$ cat config.mk
export PLATFORM = sky130hd
export DESIGN_NAME = fpu_pipe_ctl
export DESIGN_NICKNAME = d
export VERILOG_FILES = /design/src/rtl/fpu_pkg.sv /design/src/rtl/fpu_tag_stage.sv /design/src/rtl/fpu_pipe_ctl.sv
export SDC_FILE = /design/constraint.sdc
export NUM_CORES = 1
export LEC_CHECK = 0
export BUFFER_PORTS_ARGS = -buffer_cell sky130_fd_sc_hd__clkbuf_2
export CORE_MARGIN = 2
export CORE_UTILIZATION = 30
export DETAILED_ROUTE_END_ITERATION = 12
export PLACE_DENSITY = 0.54
export SLEW_MARGIN = 15
export SYNTH_ARGS = -nofsm -noshare
export SYNTH_HDL_FRONTEND = slang
export SYNTH_SLANG_ARGS = --single-unit
$ cat constraint.sdc
create_clock -name clk -period 1.7 [get_ports clk]
set_clock_uncertainty 0.2 [all_clocks]
set_input_delay 0.085 -clock clk [delete_from_list [all_inputs] [get_ports clk]]
set_output_delay 0.085 -clock clk [all_outputs]
set_load 0.02 [all_outputs]
$ cat src/rtl/fpu_pkg.sv
// Shared constants for the FP pipeline controller: unit codes, iterative-unit FSM states
// and operand forwarding selects.
package fpu_pkg;

    localparam logic [1:0] FU_ADD  = 2'b00;
    localparam logic [1:0] FU_MUL  = 2'b01;
    localparam logic [1:0] FU_DIV  = 2'b10;
    localparam logic [1:0] FU_SQRT = 2'b11;

    typedef enum logic {
        ST_IDLE = 1'b0,
        ST_WAIT = 1'b1
    } it_state_t;

    localparam logic [1:0] FWD_RF = 2'd0;
    localparam logic [1:0] FWD_WB = 2'd1;
    localparam logic [1:0] FWD_ED = 2'd2;

endpackage

$ cat src/rtl/fpu_tag_stage.sv
// One execute-stage register of the FP pipe: shifts on adv, otherwise holds, with a
// kill of the write flag and an in-place data load used while the pipe is frozen.
module fpu_tag_stage #(
    parameter int RW = 5,
    parameter int DW = 32
) (
    input  logic          clk,
    input  logic          clr,
    input  logic          adv,
    input  logic          kill,
    input  logic          d_ld,
    input  logic [DW-1:0] d_in,
    input  logic          in_w,
    input  logic [RW-1:0] in_n,
    input  logic [1:0]    in_c,
    input  logic [DW-1:0] in_data,
    output logic          w,
    output logic [RW-1:0] n,
    output logic [1:0]    c,
    output logic [DW-1:0] data
);

    always_ff @(posedge clk) begin
        if (clr) begin
            w    <= 1'b0;
            n    <= '0;
            c    <= 2'b00;
            data <= '0;
        end else if (adv) begin
            w    <= in_w;
            n    <= in_n;
            c    <= in_c;
            data <= in_data;
        end else begin
            if (kill) w <= 1'b0;
            if (d_ld) data <= d_in;
        end
    end

endmodule

$ cat src/rtl/fpu_pipe_ctl.sv
// FP pipeline controller: DEPTH execute stages plus writeback, RAW stalls, forwarding and
// the div/sqrt freeze. Define FPU_FWD_EN to forward from E[DEPTH] instead of stalling on it.
module fpu_pipe_ctl
    import fpu_pkg::*;
#(
    parameter int DEPTH = 3,
    parameter int RW    = 5,
    parameter int DW    = 32
) (
    input  logic          clk,
    input  logic          clr,
    input  logic          ein,
    input  logic          cancel,
    input  logic          iss_v,
    input  logic [2:0]    iss_fc,
    input  logic          iss_wf,
    input  logic [RW-1:0] iss_fd,
    input  logic [RW-1:0] iss_fs,
    input  logic [RW-1:0] iss_ft,
    input  logic          iss_us,
    input  logic          iss_ut,
    input  logic [DW-1:0] res_add,
    input  logic [DW-1:0] res_mul,
    input  logic [DW-1:0] res_it,
    input  logic          it_done,
    output logic          it_start,
    output logic          it_op,
    output logic          it_abort,
    output logic          e,
    output logic          iss_ack,
    output logic          st_ds,
    output logic          st_raw,
    output logic          sub,
    output logic [DW-1:0] ed,
    output logic [DW-1:0] wd,
    output logic [RW-1:0] wn,
    output logic          ww,
    output logic [1:0]    fwd_s,
    output logic [1:0]    fwd_t
);

`ifdef FPU_FWD_EN
    localparam int STALL_TOP = DEPTH - 1;
`else
    localparam int STALL_TOP = DEPTH;
`endif

    it_state_t      state, state_nx;
    logic           start_nx;
    logic           is_iter;
    logic           stall_s, stall_t;
    logic [DEPTH:1] sw, wv, in_w, kill_v, ld_v;
    logic [RW-1:0]  sn   [1:DEPTH];
    logic [RW-1:0]  in_n [1:DEPTH];
    logic [1:0]     sc   [1:DEPTH];
    logic [1:0]     in_c [1:DEPTH];
    logic [DW-1:0]  sd   [1:DEPTH];
    logic [DW-1:0]  in_d [1:DEPTH];

    function automatic logic hit(input logic w, input logic [RW-1:0] n,
                                 input logic [RW-1:0] r, input logic u);
        return w & u & (n == r);
    endfunction

    assign is_iter = (iss_fc[2:1] == FU_DIV) | (iss_fc[2:1] == FU_SQRT);
    assign st_ds   = (state == ST_WAIT);
    assign e       = ein & ~st_ds;
    // A cancelled E1 instruction is invisible to hazards, forwarding and shifting.
    assign wv      = {sw[DEPTH:2], sw[1] & ~cancel};
    assign st_raw  = iss_v & (stall_s | stall_t);
    assign iss_ack = e & iss_v & ~st_raw;

    always_comb begin
        stall_s = 1'b0;
        stall_t = 1'b0;
        for (int k = 1; k <= STALL_TOP; k++) begin
            stall_s = stall_s | hit(wv[k], sn[k], iss_fs, iss_us);
            stall_t = stall_t | hit(wv[k], sn[k], iss_ft, iss_ut);
        end
    end

    // Forwarding: the later assignment has priority, so E[DEPTH] overrides W.
    always_comb begin
        fwd_s = FWD_RF;
        fwd_t = FWD_RF;
        if (iss_v) begin
            if (hit(ww, wn, iss_fs, iss_us)) fwd_s = FWD_WB;
            if (hit(ww, wn, iss_ft, iss_ut)) fwd_t = FWD_WB;
`ifdef FPU_FWD_EN
            if (hit(wv[DEPTH], sn[DEPTH], iss_fs, iss_us)) fwd_s = FWD_ED;
            if (hit(wv[DEPTH], sn[DEPTH], iss_ft, iss_ut)) fwd_t = FWD_ED;
`endif
        end
    end

    always_comb begin
        case (sc[DEPTH])
            FU_ADD:  ed = res_add;
            FU_MUL:  ed = res_mul;
            default: ed = sd[DEPTH];
        endcase
    end

    always_comb begin
        in_w   = '0;
        kill_v = '0;
        ld_v   = '0;
        for (int k = 1; k <= DEPTH; k++) begin
            in_n[k] = '0;
            in_c[k] = 2'b00;
            in_d[k] = '0;
        end
        in_w[1]   = iss_ack & iss_wf;
        in_n[1]   = iss_ack ? iss_fd : '0;
        in_c[1]   = iss_ack ? iss_fc[2:1] : 2'b00;
        kill_v[1] = cancel;
        ld_v[1]   = st_ds & it_done & ~cancel;
        for (int k = 2; k <= DEPTH; k++) begin
            in_w[k] = wv[k-1];
            in_n[k] = sn[k-1];
            in_c[k] = sc[k-1];
            in_d[k] = sd[k-1];
        end
    end

    for (genvar k = 1; k <= DEPTH; k++) begin : g_stage
        fpu_tag_stage #(.RW(RW), .DW(DW)) u_stage (
            .clk     (clk),
            .clr     (clr),
            .adv     (e),
            .kill    (kill_v[k]),
            .d_ld    (ld_v[k]),
            .d_in    (res_it),
            .in_w    (in_w[k]),
            .in_n    (in_n[k]),
            .in_c    (in_c[k]),
            .in_data (in_d[k]),
            .w       (sw[k]),
            .n       (sn[k]),
            .c       (sc[k]),
            .data    (sd[k])
        );
    end

    always_ff @(posedge clk) begin
        if (clr) state <= ST_IDLE;
        else     state <= state_nx;
    end

    // Cancel beats a simultaneous it_done; a reset never reports an abort.
    always_comb begin
        state_nx = state;
        start_nx = 1'b0;
        it_abort = 1'b0;
        case (state)
            ST_IDLE: begin
                if (iss_ack & is_iter) begin
                    state_nx = ST_WAIT;
                    start_nx = 1'b1;
                end
            end
            ST_WAIT: begin
                if (cancel) begin
                    state_nx = ST_IDLE;
                    it_abort = ~clr;
                end else if (it_done) begin
                    state_nx = ST_IDLE;
                end
            end
            default: state_nx = ST_IDLE;
        endcase
    end

    always_ff @(posedge clk) begin
        if (clr) begin
            it_start <= 1'b0;
            it_op    <= 1'b0;
            sub      <= 1'b0;
            wd       <= '0;
            wn       <= '0;
            ww       <= 1'b0;
        end else begin
            it_start <= start_nx;
            it_op    <= start_nx & (iss_fc[2:1] == FU_SQRT);
            if (iss_ack) sub <= iss_fc[0];
            if (e) begin
                wd <= ed;
                wn <= sn[DEPTH];
                ww <= sw[DEPTH];
            end
        end
    end

endmodule

==> impl_results.md <==
- Status: finished, violations left
- Failing checks: setup timing
- Cell Area, Synth: 6910 sq um
- DRT Pass-1 Iters: 5
- Largest area contributor in the netlist: dfxtp_1
- Reg-to-reg endpoint: g_stage[1].u_stage.n[3]$_SDFFE_PP0P_
- CTS Buffer Depth: 2
- YS warnings: 0
- Final WS setup: -0.358 ns
- Synth top area cells: dfxtp_1 47%, nand2_1 19%, a21oi_1 11%
- Placed cell areas: 8330 sq um
- Synth cell count leaders: 342 x nand2_1, 162 x dfxtp_1, 150 x a21oi_1, 40 x clkbuf_1, 34 x xnor2_1
- CP max FO: 3
- Flip-flop and latch count after synthesis: 162
- Nets: approximately 1300
- Req. time, crit path: 1.41 ns
- Worst-case reg-to-reg path depth: 7
- Post-place setup slack: -0.0134 ns
- Core area: approximately 23000 sq um
- RD Place Congestion: 0.854
- Total vias in the final route: 6957
- Drt initial violations: around 450
- Largest net degree at the start of global routing: 75
- # port buffers: 202
- Synth unique cells: 33
- Final Hold Vio Count: 0
- Starting density of the core: 30.5%
- Die Span X: 156 microns
- Max-Cap Viols: 0
- Slew Limit Fails: 0
- P per Cell Area: between 800 and 900 nW/um^2
- Hold Slack: roughly 0.079 ns
- Leak: approximately 4.2 nW
- CP cell instances: xor2_1 -> nor4_2 -> a2bb2oi_2 -> nand3_2 -> and2_4 -> buf_8
- Crit path capture type: output port
- Startpoint types: register
- CTS tree: yes
- Chip height: roughly 160 microns
- Site row count: 55
- Fmax: slightly below 500 MHz
- Crit path buf inv count: 1
- Critical Path Max Stage Delay: about 0.38 ns
- Fin crit period: about 2.1 ns
- Avg Synthesized Cell Area: approximately 7.8 sq um
- R2R Setup Slk: -0.06 ns
- Full die area: between 20000 and 25000 sq um
- DRC: 0
- Clock Tree Root: clkbuf_16
- Slowest cell on the critical path: nor4_2
- Hold path endpoint: wd[27]$_SDFFE_PP0P_
- WL final: roughly 23000 microns
- Layout cells sized above 1: a little under a third
- CTS buffer count: 17
- Clk Latency, worst-skew pair: roughly 0.42 ns
- Total gr overflow: 0
- Vias in the first global route: between 6000 and 7000
- Global-route wire length before repair: 34900 microns
- Worst IR drop on VDD: ~570 uV
- RSZ-0062 raised after global routing: yes
- Worst-path clk slew: 0.06 ns
- Area Growth Syn to Fin: 56.1%
- Worst flop-to-flop path startpoint: g_stage[3].u_stage.n[4]$_SDFFE_PP0P_
- Final Cell Area: 10800 sq um
- Cells after Synth: between 800 and 900
- Seq/Total Area, Yosys: between 40% and 50%
- Post-synth ARST share: 0%
- Min-Delay Path Class: in -> reg
- Synth top area share: 47.0%
- Antenna Violating Nets Remaining: 0
- Hold path cells: 6
- Fillers: approximately 2200
- Top-level I/O count: 205
- Setup violators final: 46
- Initial antenna violation count: 0
- WP data arrival: approximately 1.8 ns
- Hpwl dp: 14800 microns
- Drt via density: roughly 4.6
- Leading register cell type out of synthesis: dfxtp_1
- Number of H-tree levels: 4
- DR WL/cell: roughly 15 microns
- Post-synth EDFFs: 0
- Crit share post-route: 121%
- Cell family with most CP delay: simple AND/OR/NAND/NOR gates
- CP Class: reg -> out
- # clock sinks: 162
- GR Util All Layers: a little under a fifth
- Hold Crit Start: res_mul[27]
- Most frequent cell after synthesis: nand2_1
## worst register-to-register path, cell delays in order, from the launching register on
cell and delay (ns):
dfxtp_2 0.34, xor2_1 0.17, nor4_2 0.38, a2bb2oi_2 0.13, nand3_2 0.10, buf_4 0.14
buf_4 0.13, o41ai_2 0.06
## cell families (layout without fill, tap and decap cells)
logic type,Yosys count,in the layout,share of synthesized area [%]
DFF,162,162,47.0
xor gates and xnor gates,40,40,5.07
other,1,3,0.0543
buffers and inverters,85,408,5.43
muxes,33,33,4.78
and+or+nand+nor,376,376,22.1
AOI/OAI and AO/OA,194,194,15.6
## power breakdown
part	switching [mW]	total [mW]	internal [mW]
Sequential	0.0415	3.90	3.86
Combinational	0.679	1.31	0.630
Clock	1.62	3.79	2.18
Total	2.34	9.00	6.67
## how the worst max path moves through the flow
| stage | start | to | depth (start not counted) |
|---|---|---|---|
| after floorplan | g_stage[3].u_stage.c[0]$_SDFFE_PP0P_ | wd[10]$_SDFFE_PP0P_ | 6 |
| after global placement | g_stage[3].u_stage.n[4]$_SDFFE_PP0P_ | st_raw | 6 |
| after detailed placement | g_stage[3].u_stage.n[4]$_SDFFE_PP0P_ | st_raw | 6 |
| after CTS | g_stage[3].u_stage.n[0]$_SDFFE_PP0P_ | st_raw | 6 |
| after global routing | g_stage[3].u_stage.n[4]$_SDFFE_PP0P_ | st_raw | 6 |
| final | g_stage[3].u_stage.n[4]$_SDFFE_PP0P_ | st_raw | 6 |
## per-layer routing
layer  global-route usage (%)  routed length [microns]  up-vias
met2                     28.0                    10700      200
met4                     6.68                      405        0
li1                         -                        -     3546
met5                        0                        0        -
met1                     25.5                    11000     3186
met3                     3.17                     1150       25
## sequential cells by signal (all words and copies together) (netlist names), 3 cells and up
name	count
g_stage.u_stage.w	3
g_stage.u_stage.c	6
wn	5
g_stage.u_stage.n	15
wd	32
g_stage.u_stage.data	96
## cell usage in the layout (no fill, tap or decap), types with 4 or more instances in the layout
master         count
a21oi_1          148
buf_12            11
buf_4             65
buf_6             22
clkbuf_16         20
clkbuf_2         164
clkbuf_8           6
clkinvlp_4         4
dfxtp_1          144
dfxtp_2           15
dlygate4sd3_1     92
inv_1              9
inv_6              4
mux2i_1           19
mux2i_2            4
mux2i_4           10
nand2_1          341
nand3_1            7
nand4_1            8
o21ai_1           14
o21ai_2           18
o41ai_2            8
xnor2_1           31
xor2_1             5
## repair_timing
action	CTS	global route
setup endpoints to repair	44	70
resized for setup	102	103
pin swaps	19	21
hold buffers	92	0
hold endpoints to repair	78	0
setup buffers	20	13
gates cloned	2	3
## metrics by stage
| step | util [%] | power [mW] | cells | setup TNS [ns] |
|---|---|---|---|---|
| 2_1_floorplan | - | 4.50 | 892 | -1.18 |
| 6_report | 47.6 | 9.00 | 1501 | -4.24 |
| 4_1_cts | 45.6 | 8.95 | 1485 | -5.10 |
| 3_3_place_gp | 36.8 | 4.89 | 1341 | 0 |
| 3_5_place_dp | 36.8 | 4.90 | 1341 | -0.0190 |
| 5_1_grt | 47.6 | 9.34 | 1500 | -6.95 |
## area by class of cell
cell class / count / area, sq um / area share, %
clock inverter: 13 / 154 / 1.43
clock buffer: 17 / 425 / 3.95
antenna: 1 / 2.50 / 0.0232
sequential: 162 / 3270 / 30.4
tap: 285 / 357 / 3.31
multi-input combinational: 645 / 3560 / 33.0
inverter: 10 / 45.0 / 0.418
timing repair buffer: 368 / 2960 / 27.5
Note: power is estimated with default switching activity, not from simulation.
